$ cat src/rtl/i2s_dac_tx_if.sv
// Stereo sample handshake between a PCM source and the I2S transmitter.
interface i2s_dac_tx_if #(
    parameter int SAMPLE_W = 24
);
    logic [SAMPLE_W-1:0] left_data;
    logic [SAMPLE_W-1:0] right_data;
    logic                sample_valid;
    logic                sample_ready;

    modport master (
        output left_data,
        output right_data,
        output sample_valid,
        input  sample_ready
    );

    modport slave (
        input  left_data,
        input  right_data,
        input  sample_valid,
        output sample_ready
    );
endinterface

$ cat src/rtl/i2s_dac_tx.sv
// I2S transmitter for a WM8731 in slave mode: MCLK, BCLK, LRCK and
// 32-bit-slot serial data with a one-entry stereo holding register.
module i2s_dac_tx #(
    parameter int SAMPLE_W = 24
) (
    input  logic              clk_in,
    input  logic              rst_n,
    input  logic              enable,
    i2s_dac_tx_if.slave       smp,
    output logic              AUD_XCK,
    output logic              AUD_BCLK,
    output logic              AUD_DACLRCK,
    output logic              AUD_DACDAT,
    output logic              underrun,
    output logic [7:0]        underrun_cnt
);

    localparam int PAD = 32 - SAMPLE_W;

    typedef enum logic [1:0] {
        IDLE,
        PRIME,
        RUN
    } state_e;

    state_e      state_q;
    logic [1:0]  xck_q;
    logic [3:0]  div_q;
    logic [5:0]  slot_q;
    logic [63:0] frame_q;
    logic [63:0] hold_q;
    logic        hold_full_q;
    logic        hold_full_d;
    logic        dat_q;
    logic        underrun_q;
    logic [7:0]  ucnt_q;

    logic [31:0] left32;
    logic [31:0] right32;
    logic        load;
    logic        consume;
    logic        frame_end;

    assign left32  = 32'(smp.left_data) << PAD;
    assign right32 = 32'(smp.right_data) << PAD;

    assign frame_end = (div_q == 4'd15) && (slot_q == 6'd63);
    assign load      = smp.sample_valid && !hold_full_q;
    // Holding is drained either when priming or at a running frame boundary.
    assign consume   = hold_full_q && enable &&
                       ((state_q == IDLE) || (state_q != IDLE && frame_end));

    always_comb begin
        hold_full_d = hold_full_q;
        if (consume) hold_full_d = 1'b0;
        if (load)    hold_full_d = 1'b1;
    end

    assign smp.sample_ready = ~hold_full_q;
    assign AUD_XCK          = xck_q[1];
    assign AUD_BCLK         = div_q[3];
    assign AUD_DACLRCK      = slot_q[5];
    assign AUD_DACDAT       = dat_q;
    assign underrun         = underrun_q;
    assign underrun_cnt     = ucnt_q;

    always_ff @(posedge clk_in or negedge rst_n) begin
        if (!rst_n) begin
            xck_q <= 2'd0;
        end else begin
            xck_q <= xck_q + 2'd1;
        end
    end

    always_ff @(posedge clk_in or negedge rst_n) begin
        if (!rst_n) begin
            hold_q      <= '0;
            hold_full_q <= 1'b0;
        end else begin
            if (load) hold_q <= {left32, right32};
            hold_full_q <= hold_full_d;
        end
    end

    always_ff @(posedge clk_in or negedge rst_n) begin
        if (!rst_n) begin
            state_q    <= IDLE;
            div_q      <= 4'd0;
            slot_q     <= 6'd0;
            frame_q    <= '0;
            dat_q      <= 1'b0;
            underrun_q <= 1'b0;
            ucnt_q     <= 8'd0;
        end else begin
            underrun_q <= 1'b0;
            unique case (state_q)
                IDLE: begin
                    div_q   <= 4'd0;
                    slot_q  <= 6'd0;
                    dat_q   <= 1'b0;
                    frame_q <= '0;
                    if (enable) begin
                        state_q <= PRIME;
                        if (hold_full_q) frame_q <= hold_q;
                    end
                end
                PRIME, RUN: begin
                    if (!enable) begin
                        state_q <= IDLE;
                        div_q   <= 4'd0;
                        slot_q  <= 6'd0;
                        dat_q   <= 1'b0;
                        frame_q <= '0;
                    end else begin
                        state_q <= RUN;
                        div_q   <= div_q + 4'd1;
                        if (div_q == 4'd15) begin
                            slot_q <= slot_q + 6'd1;
                            // Next slot k carries F[64-k]; slot 0 gets old F[0].
                            dat_q  <= frame_q[~slot_q];
                            if (slot_q == 6'd63) begin
                                if (hold_full_q) begin
                                    frame_q <= hold_q;
                                end else begin
                                    frame_q    <= '0;
                                    underrun_q <= 1'b1;
                                    if (ucnt_q != 8'd255) ucnt_q <= ucnt_q + 8'd1;
                                end
                            end
                        end
                    end
                end
                default: state_q <= IDLE;
            endcase
        end
    end

endmodule

$ cat src/flat_wrapper.sv
// flat-port wrapper written by rule: the top's interface ports become plain ports
module i2s_dac_tx_flat 
#(
    parameter int SAMPLE_W = 24
)
  (clk_in, rst_n, enable, AUD_XCK, AUD_BCLK, AUD_DACLRCK, AUD_DACDAT, underrun, underrun_cnt, smp_left_data, smp_right_data, smp_sample_valid, smp_sample_ready);
  i2s_dac_tx_if #(.SAMPLE_W(SAMPLE_W)) smp_i ();
  input  logic clk_in;
  input  logic rst_n;
  input  logic enable;
  output logic AUD_XCK;
  output logic AUD_BCLK;
  output logic AUD_DACLRCK;
  output logic AUD_DACDAT;
  output logic underrun;
  output logic [7:0] underrun_cnt;
  input wire logic [$bits(smp_i.left_data)-1:0] smp_left_data;
  input wire logic [$bits(smp_i.right_data)-1:0] smp_right_data;
  input wire logic [$bits(smp_i.sample_valid)-1:0] smp_sample_valid;
  output wire logic [$bits(smp_i.sample_ready)-1:0] smp_sample_ready;
  assign smp_i.left_data = smp_left_data;
  assign smp_i.right_data = smp_right_data;
  assign smp_i.sample_valid = smp_sample_valid;
  assign smp_sample_ready = smp_i.sample_ready;
  i2s_dac_tx #(.SAMPLE_W(SAMPLE_W)) u_core (.clk_in(clk_in), .rst_n(rst_n), .enable(enable), .smp(smp_i), .AUD_XCK(AUD_XCK), .AUD_BCLK(AUD_BCLK), .AUD_DACLRCK(AUD_DACLRCK), .AUD_DACDAT(AUD_DACDAT), .underrun(underrun), .underrun_cnt(underrun_cnt));
endmodule
$ cat config.mk
export PLATFORM = sky130hd
export DESIGN_NAME = i2s_dac_tx_flat
export DESIGN_NICKNAME = d
export VERILOG_FILES = /design/src/rtl/i2s_dac_tx_if.sv /design/src/rtl/i2s_dac_tx.sv /design/src/flat_wrapper.sv
export SDC_FILE = /design/constraint.sdc
export NUM_CORES = 1
export LEC_CHECK = 0
export ABC_AREA = 0
export ABC_CLOCK_PERIOD_IN_PS = 1900
export CAP_MARGIN = 20
export CORE_ASPECT_RATIO = 1.75
export CORE_MARGIN = 1
export CORE_UTILIZATION = 40
export CTS_BUF_LIST = sky130_fd_sc_hd__clkbuf_16
export CTS_CLUSTER_SIZE = 30
export DETAILED_ROUTE_END_ITERATION = 12
export GPL_ROUTABILITY_DRIVEN = 0
export GPL_TIMING_DRIVEN = 1
export HOLD_SLACK_MARGIN = 0.06
export PLACE_DENSITY = 0.64
export RECOVER_POWER = 100
export SKIP_CTS_REPAIR_TIMING = 1
export SLEW_MARGIN = 5
export SYNTH_ARGS = -nofsm -noshare
export SYNTH_HDL_FRONTEND = slang
export SYNTH_SLANG_ARGS = --single-unit
export TNS_END_PERCENT = 100
$ cat constraint.sdc
create_clock -name clk_in -period 1.9 [get_ports clk_in]
set_input_delay 0.38 -clock clk_in [delete_from_list [all_inputs] [get_ports clk_in]]
set_output_delay 0.38 -clock clk_in [all_outputs]
set_load 0.01 [all_outputs]
==> results.sh, run 1 <==
export IMPL_status="finished, violations left"
export IMPL_violations="negative setup slack"
export IMPL_clk_latency_ns=0.41
export IMPL_cts_buffer_depth=2
export IMPL_worstMarginPinSlew_ns=0.740
export IMPL_rows=55
export IMPL_hold_violations=0
export IMPL_core_area_um2=12900
export IMPL_drc=0
export IMPL_io_buffers=65
export IMPL_switchingPower_mw=3.27
export IMPL_overflow=0
export IMPL_p_seq_share_pct=39.3
export IMPL_fmax_ghz=0.524
export IMPL_clockPowerShare_pct=31.8
export IMPL_ff2ff_setup_slack_ns=-0.01
export IMPL_grt_pass1_wl_mm=19.8
export IMPL_wire_per_inst_um=16.1
export IMPL_ff2ff_path_depth=5
export IMPL_synth_async_sr_flop_share_pct=100
export IMPL_cts_sinks=121
export IMPL_fp_dieArea_um2=13800
export IMPL_syn_area_per_cell_um2=11.6
export IMPL_slew_violations=0
export IMPL_numCtsBuffers=17
export IMPL_die_h_um=155
export IMPL_diodes=0
export IMPL_cp_arrival_ns=2.20
export IMPL_switching_share_pct=30.2
export IMPL_netlist_area_um2=5320
export IMPL_area_growth_pct=33.7
export IMPL_synth_cell_types=41
export IMPL_crit_type="flop to flop"
export IMPL_dr_pass1_iters=6
export IMPL_fp_dieW_um=89.2
export IMPL_whs_ns=0.432
export IMPL_cts_tree="built"
export IMPL_hpwl_mm=7.97
export IMPL_path_max_fanout=6
export IMPL_start_util_pct=41.1
export IMPL_pre_cts_ws_ns=-0.147
export IMPL_rsz0062_at_grt="true"
export IMPL_synth_cells=459
export IMPL_finalSetupViolations=1
export IMPL_hold_end="u_core.xck_q[0]"
export IMPL_wl_mm=12.0
export IMPL_r2r_end="u_core.AUD_DACDAT"
export IMPL_grt_max_degree=56
export IMPL_fillCellCount=1153
export IMPL_antenna_found_initial=0
export IMPL_p_per_area_nw_per_um2=1520
export IMPL_fin_nets=618
export IMPL_min_delay_start="u_core.xck_q[0]"
export IMPL_yosys_warnings=0
export IMPL_cts_reportedPaths_clkPinSlew_ns=0.06
export IMPL_min_path_cells=1
export IMPL_peakVddDrop_mv=0.728
export IMPL_seq_area_frac_synth_pct=56.9
export IMPL_htreeDepth=4
export IMPL_fin_crit_sh_pct=101
export IMPL_relSlewSlack_pct=50.6
export IMPL_num_vias=3876
export IMPL_syn_nets=517
export IMPL_ant_nets=0
export IMPL_clock_skew_ns=0.00619
export IMPL_power_leakage_nw=3.29
export IMPL_critPathRequiredTime_ns=2.19
export IMPL_hp_class="flop to flop"
export IMPL_ctsRootBufferMaster="clkbuf_16"
export IMPL_ys_ff_latch=121
export IMPL_grt_usage_pct=18.9
export IMPL_period_minus_slack_ns=1.91
export IMPL_combPwrFrac_pct=28.9
export IMPL_reg2reg_from="u_core.slot_q[0]"
export IMPL_endpoint_kind="flop"
export IMPL_drtIter0Drc=165
export IMPL_internal_power_mw=7.54
export IMPL_start_kind="flop"
export IMPL_layout_commonest_cell="dfrtp_1"
export IMPL_ys_flop_type="dfrtp_1"
export IMPL_synth_edf_count=0
export IMPL_worst_slack_ns=-0.0102
export IMPL_io_pins=66
export IMPL_vias_per_cell=5.21
export IMPL_grt_pass1_vias=3985
export IMPL_mostFrequentLayoutCells="dfrtp_1, nand2_1, clkdlybuf4s50_1, nand3_1, mux2_2"
export IMPL_max_cap_violations=0
export IMPL_final_layout_size_suffix_gt1_share_pct=24.8
## through the flow
step	instance area [µm²]	power (mW)	std cells	setup TNS, ns	util [%]
finish	7110	10.8	744	-0.0102	55.0
global route	7110	11.4	744	-2.30	55.0
CTS	7090	10.7	738	-0.111	54.8
detailed placement	6460	7.20	706	-0.797	49.9
global placement	6460	7.07	706	-0.784	49.9
floorplan	5330	6.01	459	-0.00144	-
## critical path, stage by stage (launching register included)
cell,delay (ns)
dfrtp_1,0.36
buf_6,0.14
mux4_2,0.51
mux4_2,0.50
nor4_2,0.22
a211oi_1,0.06
## power by group through the flow
stage               clock [mW]  combinational [mW]  sequential [mW]
floorplan                    0                1.97             4.03
global route              3.61                3.44             4.38
CTS                       3.49                2.96             4.25
finish                    3.44                3.12             4.25
detailed placement           0                2.94             4.26
global placement             0                2.84             4.22
## routing by layer
layer / up-vias / wire length [µm] / GRT usage, %
li1: 1804 / - / -
met1: 1957 / 4800 / 22.6
met2: 89 / 6500 / 31.8
met3: 26 / 376 / 4.00
met4: 0 / 330 / 9.15
met5: - / 0 / 0
## flip-flops by register name (all words and copies together) (netlist names)
register	count
u_core.underrun_cnt	8
u_core.AUD_DACDAT	1
u_core.slot_q	6
u_core.state_q	2
u_core.underrun	1
u_core.hold_full_q	1
u_core.div_q	4
u_core.frame_q	48
u_core.xck_q	2
u_core.hold_q	48
## cells by family (layout without fill, tap and decap cells)
kind of cell / after synthesis / count (layout) / synth area share, %
and+or+nand+nor: 192 / 192 / 16.1
DFF: 121 / 121 / 56.9
muxes: 65 / 65 / 16.9
buffers and inverters: 36 / 150 / 3.17
AOI/OAI and AO/OA: 27 / 27 / 3.57
xor gates and xnor gates: 12 / 12 / 1.98
adders and majority gates: 6 / 6 / 1.41
## cell type report
class	count	area [µm²]	share of cell area [%]
clock buffers	17	425	5.98
repair buffers	109	1060	14.9
flip-flops and latches	121	3030	42.6
well taps	171	214	3.01
clock inverters	15	208	2.92
multi-input cells	302	2140	30.2
inverters	9	33.8	0.475
## synth_stat cells (2+ instances only)
library cell / n / area share (%)
xor2_1: 4 / 0.66
o21ai_0: 7 / 0.66
nand3_1: 52 / 4.9
inv_1: 9 / 0.63
mux2_2: 49 / 10
a211oi_1: 2 / 0.28
a21oi_1: 6 / 0.56
xnor2_1: 8 / 1.3
and2_1: 3 / 0.35
nand2_1: 108 / 7.6
buf_4: 3 / 0.42
buf_2: 6 / 0.56
a31oi_1: 2 / 0.24
a21o_1: 2 / 0.28
mux2i_1: 3 / 0.56
and3_1: 4 / 0.47
ha_1: 6 / 1.4
buf_6: 2 / 0.42
mux4_1: 6 / 3.0
nor2_1: 8 / 0.56
mux4_2: 7 / 3.0
dfrtp_1: 121 / 57
nand4_1: 9 / 1.1
clkbuf_1: 15 / 1.1
## worst max-delay path by stage
| stage | cells past startpoint | start | slack (ns) | endpoint |
|---|---|---|---|---|
| CTS | 8 | u_core.state_q[0] | -0.09 | u_core.AUD_DACDAT |
| detailed placement | 7 | enable | -0.15 | u_core.AUD_DACDAT |
| floorplan | 8 | u_core.state_q[0] | -0.001 | u_core.AUD_DACDAT |
| global route | 5 | u_core.slot_q[0] | -0.13 | u_core.AUD_DACDAT |
| finish | 5 | u_core.slot_q[0] | -0.01 | u_core.AUD_DACDAT |
| global placement | 6 | enable | -0.14 | u_core.underrun_cnt[1] |
Note: power is estimated with default switching activity, not from simulation.
==> run 2: changes to the inputs <==
--- a/config.mk
+++ b/config.mk
@@ -20,7 +20,6 @@
 export PLACE_DENSITY = 0.64
 export RECOVER_POWER = 100
 export SKIP_CTS_REPAIR_TIMING = 1
-export SLEW_MARGIN = 5
 export SYNTH_ARGS = -nofsm -noshare
 export SYNTH_HDL_FRONTEND = slang
 export SYNTH_SLANG_ARGS = --single-unit
==> constraint.sdc (replaced) <==
create_clock -name clk_in -period 1.9 [get_ports clk_in]
set_input_delay 0.285 -clock clk_in [delete_from_list [all_inputs] [get_ports clk_in]]
set_output_delay 0.285 -clock clk_in [all_outputs]
set_load 0.01 [all_outputs]
==> run 2 against run 1 <==
  * The flow still finishes with violations (negative setup slack)
  * Sequential power increased by 2%
  * Critical path depth unchanged
  * Combinational power rose by 24%
  * Non-clock buffer count grew 5
  * Cell area up 3.9%
  * Sequential share of layout area decreased by 1.6 points
  * Critical path type unchanged
  * Highest routed layer unchanged
==> results.sh, run 2 (synthesis gave the netlist of run 1 again) <==
export IMPL_fin_crit_sh_pct=102
export IMPL_htreeDepth=4
export IMPL_p_per_area_nw_per_um2=1530
export IMPL_critPathTopFamily="multiplexers"
export IMPL_max_cap_violations=0
export IMPL_min_path_cells=1
export IMPL_combPwrFrac_pct=34.5
export IMPL_rsz0062_at_grt="true"
export IMPL_final_layout_size_suffix_gt1_share_pct=31.5
export IMPL_ff2ff_path_depth=5
export IMPL_dr_pass1_iters=4
export IMPL_hpwl_mm=8.12
export IMPL_setup_tns_final_ns=-0.0368
export IMPL_cts_buffer_depth=2
export IMPL_cp_num_buf_inv=1
export IMPL_grt_usage_pct=18.8
export IMPL_drc=0
export IMPL_clock_skew_ns=0.00740
export IMPL_power_leakage_nw=3.34
export IMPL_diodes=0
export IMPL_ctsRootBufferMaster="clkbuf_16"
export IMPL_start_util_pct=41.1
export IMPL_path_max_fanout=7
export IMPL_io_buffers=65
export IMPL_status="finished, violations left"
export IMPL_vias_per_cell=5.23
export IMPL_start_kind="flop"
export IMPL_endpoint_kind="flop"
export IMPL_grt_pass1_wl_mm=19.3
export IMPL_fmax_ghz=0.516
export IMPL_clockPowerShare_pct=27.0
export IMPL_crit_type="flop to flop"
export IMPL_switchingPower_mw=3.68
export IMPL_fin_nets=623
export IMPL_violations="negative setup slack"
export IMPL_endpoint="u_core.AUD_DACDAT"
export IMPL_internal_power_mw=7.59
export IMPL_period_minus_slack_ns=1.94
export IMPL_cp_arrival_ns=2.23
export IMPL_worst_slack_ns=-0.0368
export IMPL_crit_start="u_core.slot_q[0]"
export IMPL_cts_reportedPaths_clkPinSlew_ns=0.05
export IMPL_switching_share_pct=32.7
export IMPL_hp_class="flop to flop"
export IMPL_hold_violations=0
export IMPL_critPathMostFrequentCell="mux4_2"
export IMPL_drtIter0Drc=280
export IMPL_slowest_delay_ns=0.52
export IMPL_worstMarginPinSlew_ns=1.04
export IMPL_layout_commonest_cell="dfrtp_1"
export IMPL_wire_per_inst_um=17.7
export IMPL_finalSetupViolations=1
export IMPL_core_area_um2=12900
export IMPL_fp_dieArea_um2=13800
export IMPL_relSlewSlack_pct=30.8
export IMPL_slew_violations=0
export IMPL_io_pins=66
export IMPL_numCtsBuffers=17
export IMPL_critical_path_cell_chain="buf_12 -> mux4_2 -> mux4_2 -> nor4_2 -> a211oi_1"
export IMPL_overflow=0
export IMPL_cp_depth=5
export IMPL_rows=55
export IMPL_clk_latency_ns=0.42
export IMPL_grt_max_degree=65
export IMPL_critPathRequiredTime_ns=2.19
export IMPL_cts_tree="built"
export IMPL_fp_dieW_um=89.2
export IMPL_mostFrequentLayoutCells="dfrtp_1, nand2_1, clkdlybuf4s50_1, mux2_2, nand3_1"
export IMPL_reg2reg_from="u_core.slot_q[0]"
export IMPL_ant_nets=0
export IMPL_die_h_um=155
export IMPL_grt_pass1_vias=3966
export IMPL_area_growth_pct=38.9
export IMPL_wl_mm=13.3
export IMPL_num_vias=3917
export IMPL_peakVddDrop_mv=0.856
export IMPL_cts_sinks=121
export IMPL_antenna_found_initial=0
export IMPL_p_seq_share_pct=38.5
export IMPL_critPathSlowestCell="mux4_2"
export IMPL_pre_cts_ws_ns=-0.0544
export IMPL_r2r_end="u_core.AUD_DACDAT"
export IMPL_ff2ff_setup_slack_ns=-0.04
run 2: power groups by stage:
stage	clock (mW)	combinational (mW)	sequential, mW
floorplan	0	1.97	4.03
global route	3.21	4.19	4.45
detailed placement	0	2.93	4.28
global placement	0	2.81	4.25
CTS	3.09	2.94	4.25
finish	3.05	3.88	4.34
run 2: how the worst min path moves through the flow:
stage	from	endpoint
finish	u_core.xck_q[0]	u_core.xck_q[0]
global route	u_core.xck_q[0]	u_core.xck_q[0]
CTS	rst_n	u_core.frame_q[61]
detailed placement	rst_n	u_core.frame_q[61]
global placement	rst_n	u_core.frame_q[61]
floorplan	rst_n	u_core.AUD_DACDAT
run 2: per-layer routing:
layer | up-vias | GRT usage, % | share of wire (%)
met1 | 2017 | 21.2 | 39
met2 | 78 | 32.4 | 56
met5 | - | 0 | 0
met4 | 0 | 7.48 | 1.9
li1 | 1801 | - | -
met3 | 21 | 5.60 | 2.7
run 2: cell type report:
class | count | area (µm²)
flip-flops and latches | 121 | 3030
inverters | 9 | 33.8
clock inverters | 15 | 138
multi-input cells | 302 | 2320
repair buffers | 114 | 1230
clock buffers | 17 | 425
well taps | 171 | 214
fillers | 1102 | 5550
run 2: through the flow:
stage	cells	hold WS, ns	utilization (%)	total power [mW]	area (µm²)
2_1_floorplan	459	-0.0106	-	6.01	5330
3_3_place_gp	705	0.178	49.9	7.06	6450
3_5_place_dp	705	0.179	49.9	7.21	6450
4_1_cts	737	-0.266	54.2	10.3	7020
5_1_grt	749	0.453	57.1	11.9	7390
6_report	749	0.435	57.1	11.3	7390
==> run 3: changes to the inputs <==
--- a/config.mk
+++ b/config.mk
@@ -17,7 +17,7 @@
 export GPL_ROUTABILITY_DRIVEN = 0
 export GPL_TIMING_DRIVEN = 1
 export HOLD_SLACK_MARGIN = 0.06
-export PLACE_DENSITY = 0.64
+export PLACE_DENSITY = 0.61
 export RECOVER_POWER = 100
 export SKIP_CTS_REPAIR_TIMING = 1
 export SYNTH_ARGS = -nofsm -noshare
==> run 3 against run 2 <==
  * The run still ends with negative setup slack left
  * Utilization shrank 3.7 points
  * Wire length shrank 14%
  * Clock skew grew 0.0024 ns
  * Critical path depth grew 2
  * Via count shrank 2.6%
  * Worst setup slack lost 0.017 ns
  * Non-clock buffer count shrank 9
  * Cell count shrank 1.5%
  * Clock power shrank 7.5%
  * Die area is the same
  * Global-route usage shrank 0.52 points
  * Critical endpoint unchanged
==> results.sh, run 3 (synthesis gave the netlist of run 1 again) <==
export IMPL_hold_violations=0
export IMPL_whs_ns=0.433
export IMPL_combPwrFrac_pct=28.0
export IMPL_mostFrequentLayoutCells="dfrtp_1, nand2_1, nand3_1, clkdlybuf4s50_1, mux2_2"
export IMPL_hpwl_mm=8.18
export IMPL_clockPowerShare_pct=28.8
export IMPL_p_seq_share_pct=43.2
export IMPL_fp_dieW_um=89.2
export IMPL_switchingPower_mw=3.06
export IMPL_fin_crit_sh_pct=103
export IMPL_finalSetupViolations=5
export IMPL_die_h_um=155
export IMPL_vias_per_cell=5.17
export IMPL_drc=0
export IMPL_grt_usage_pct=18.2
export IMPL_status="finished, violations left"
export IMPL_ctsRootBufferMaster="clkbuf_16"
export IMPL_final_layout_size_suffix_gt1_share_pct=22.8
export IMPL_critPathRequiredTime_ns=2.18
export IMPL_violations="negative setup slack"
export IMPL_ff2ff_path_depth=7
export IMPL_period_minus_slack_ns=1.95
export IMPL_relSlewSlack_pct=49.7
export IMPL_cts_tree="built"
export IMPL_rows=55
export IMPL_crit_type="flop to flop"
export IMPL_num_vias=3816
export IMPL_worst_slack_ns=-0.0542
export IMPL_reg2reg_from="u_core.slot_q[0]"
export IMPL_cts_reportedPaths_clkPinSlew_ns=0.05
export IMPL_final_area_um2=6900
export IMPL_io_buffers=65
export IMPL_start_kind="flop"
export IMPL_switching_share_pct=31.2
export IMPL_core_area_um2=12900
export IMPL_hp_class="flop to flop"
export IMPL_max_cap_violations=0
export IMPL_fin_util_pct=53.4
export IMPL_antenna_found_initial=0
export IMPL_dp_cells=703
export IMPL_diodes=0
export IMPL_fillCellCount=1198
export IMPL_overflow=0
export IMPL_min_delay_start="u_core.xck_q[0]"
export IMPL_grt_max_degree=49
export IMPL_endpoint_kind="flop"
export IMPL_rsz0062_at_grt="true"
export IMPL_grt_pass1_vias=4028
export IMPL_power_leakage_nw=3.23
export IMPL_ff2ff_setup_slack_ns=-0.05
export IMPL_io_pins=66
export IMPL_hold_end="u_core.xck_q[0]"
export IMPL_fin_nets=614
export IMPL_numCtsBuffers=17
export IMPL_worstMarginPinSlew_ns=0.754
export IMPL_cts_buffer_depth=2
export IMPL_clock_skew_ns=0.00978
export IMPL_ant_nets=0
export IMPL_cp_arrival_ns=2.23
export IMPL_clk_latency_ns=0.41
export IMPL_fmax_ghz=0.512
export IMPL_wl_mm=11.5
export IMPL_min_path_cells=1
export IMPL_total_power_mw=9.79
export IMPL_peakVddDrop_mv=0.558
export IMPL_dr_pass1_iters=4
export IMPL_area_growth_pct=29.8
export IMPL_drtIter0Drc=246
export IMPL_p_per_area_nw_per_um2=1420
export IMPL_layout_commonest_cell="dfrtp_1"
export IMPL_dpl_cell_area_um2=6430
export IMPL_grt_pass1_wl_mm=18.9
export IMPL_internal_power_mw=6.73
export IMPL_r2r_end="u_core.AUD_DACDAT"
export IMPL_htreeDepth=4
export IMPL_fp_dieArea_um2=13800
export IMPL_cts_sinks=121
export IMPL_finalNonFillerCells=738
export IMPL_path_max_fanout=6
export IMPL_start_util_pct=41.1
export IMPL_slew_violations=0
export IMPL_wire_per_inst_um=15.6
==> run 3: metal layers <==
layer / vias up / global-route usage (%) / wire, µm
met5: - / 0 / 0
met1: 1939 / 20.1 / 4540
met2: 69 / 32.3 / 6360
li1: 1795 / - / -
met3: 13 / 4.27 / 387
met4: 0 / 8.39 / 197
==> run 3: layout make-up <==
class	instances	area, µm²	share of cell area, %
Tap cell	171	214	3.10
Multi-Input combinational cell	302	2150	31.1
Clock buffer	17	425	6.16
Clock inverter	13	91.3	1.32
Timing Repair Buffer	105	963	14.0
Sequential cell	121	3030	43.9
Inverter	9	33.8	0.489
==> run 3: worst max-delay path by stage <==
stage	start	cells past startpoint	endpoint
after global routing	u_core.slot_q[0]	7	u_core.AUD_DACDAT
after floorplan	u_core.state_q[0]	8	u_core.AUD_DACDAT
after detailed placement	u_core.slot_q[0]	5	u_core.AUD_DACDAT
final	u_core.slot_q[0]	7	u_core.AUD_DACDAT
after CTS	u_core.slot_q[0]	7	u_core.AUD_DACDAT
after global placement	enable	6	u_core.underrun_cnt[1]
==> run 3: worst max-delay path: stages (launching register included) <==
cell       delay, ns
dfrtp_1         0.39
buf_6           0.15
buf_6           0.13
mux4_1          0.55
a21oi_1         0.14
a311oi_1        0.08
o2111ai_1       0.28
a211oi_1        0.11
==> run 3: metrics by stage <==
stage	worst slack [ns]	setup TNS [ns]
after detailed placement	-0.0624	-0.152
after floorplan	-0.00144	-0.00144
after global routing	-0.116	-1.43
after global placement	-0.0418	-0.0638
after CTS	-0.0975	-0.0975
final	-0.0542	-0.0995
==> run 3: power groups by stage <==
stage / Sequential, mW / Combinational [mW] / Clock (mW)
2_1_floorplan: 4.03 / 1.97 / 0
3_3_place_gp: 4.24 / 2.77 / 0
3_5_place_dp: 4.28 / 2.86 / 0
4_1_cts: 4.25 / 2.87 / 2.87
5_1_grt: 4.36 / 3.05 / 3.00
6_report: 4.23 / 2.74 / 2.82
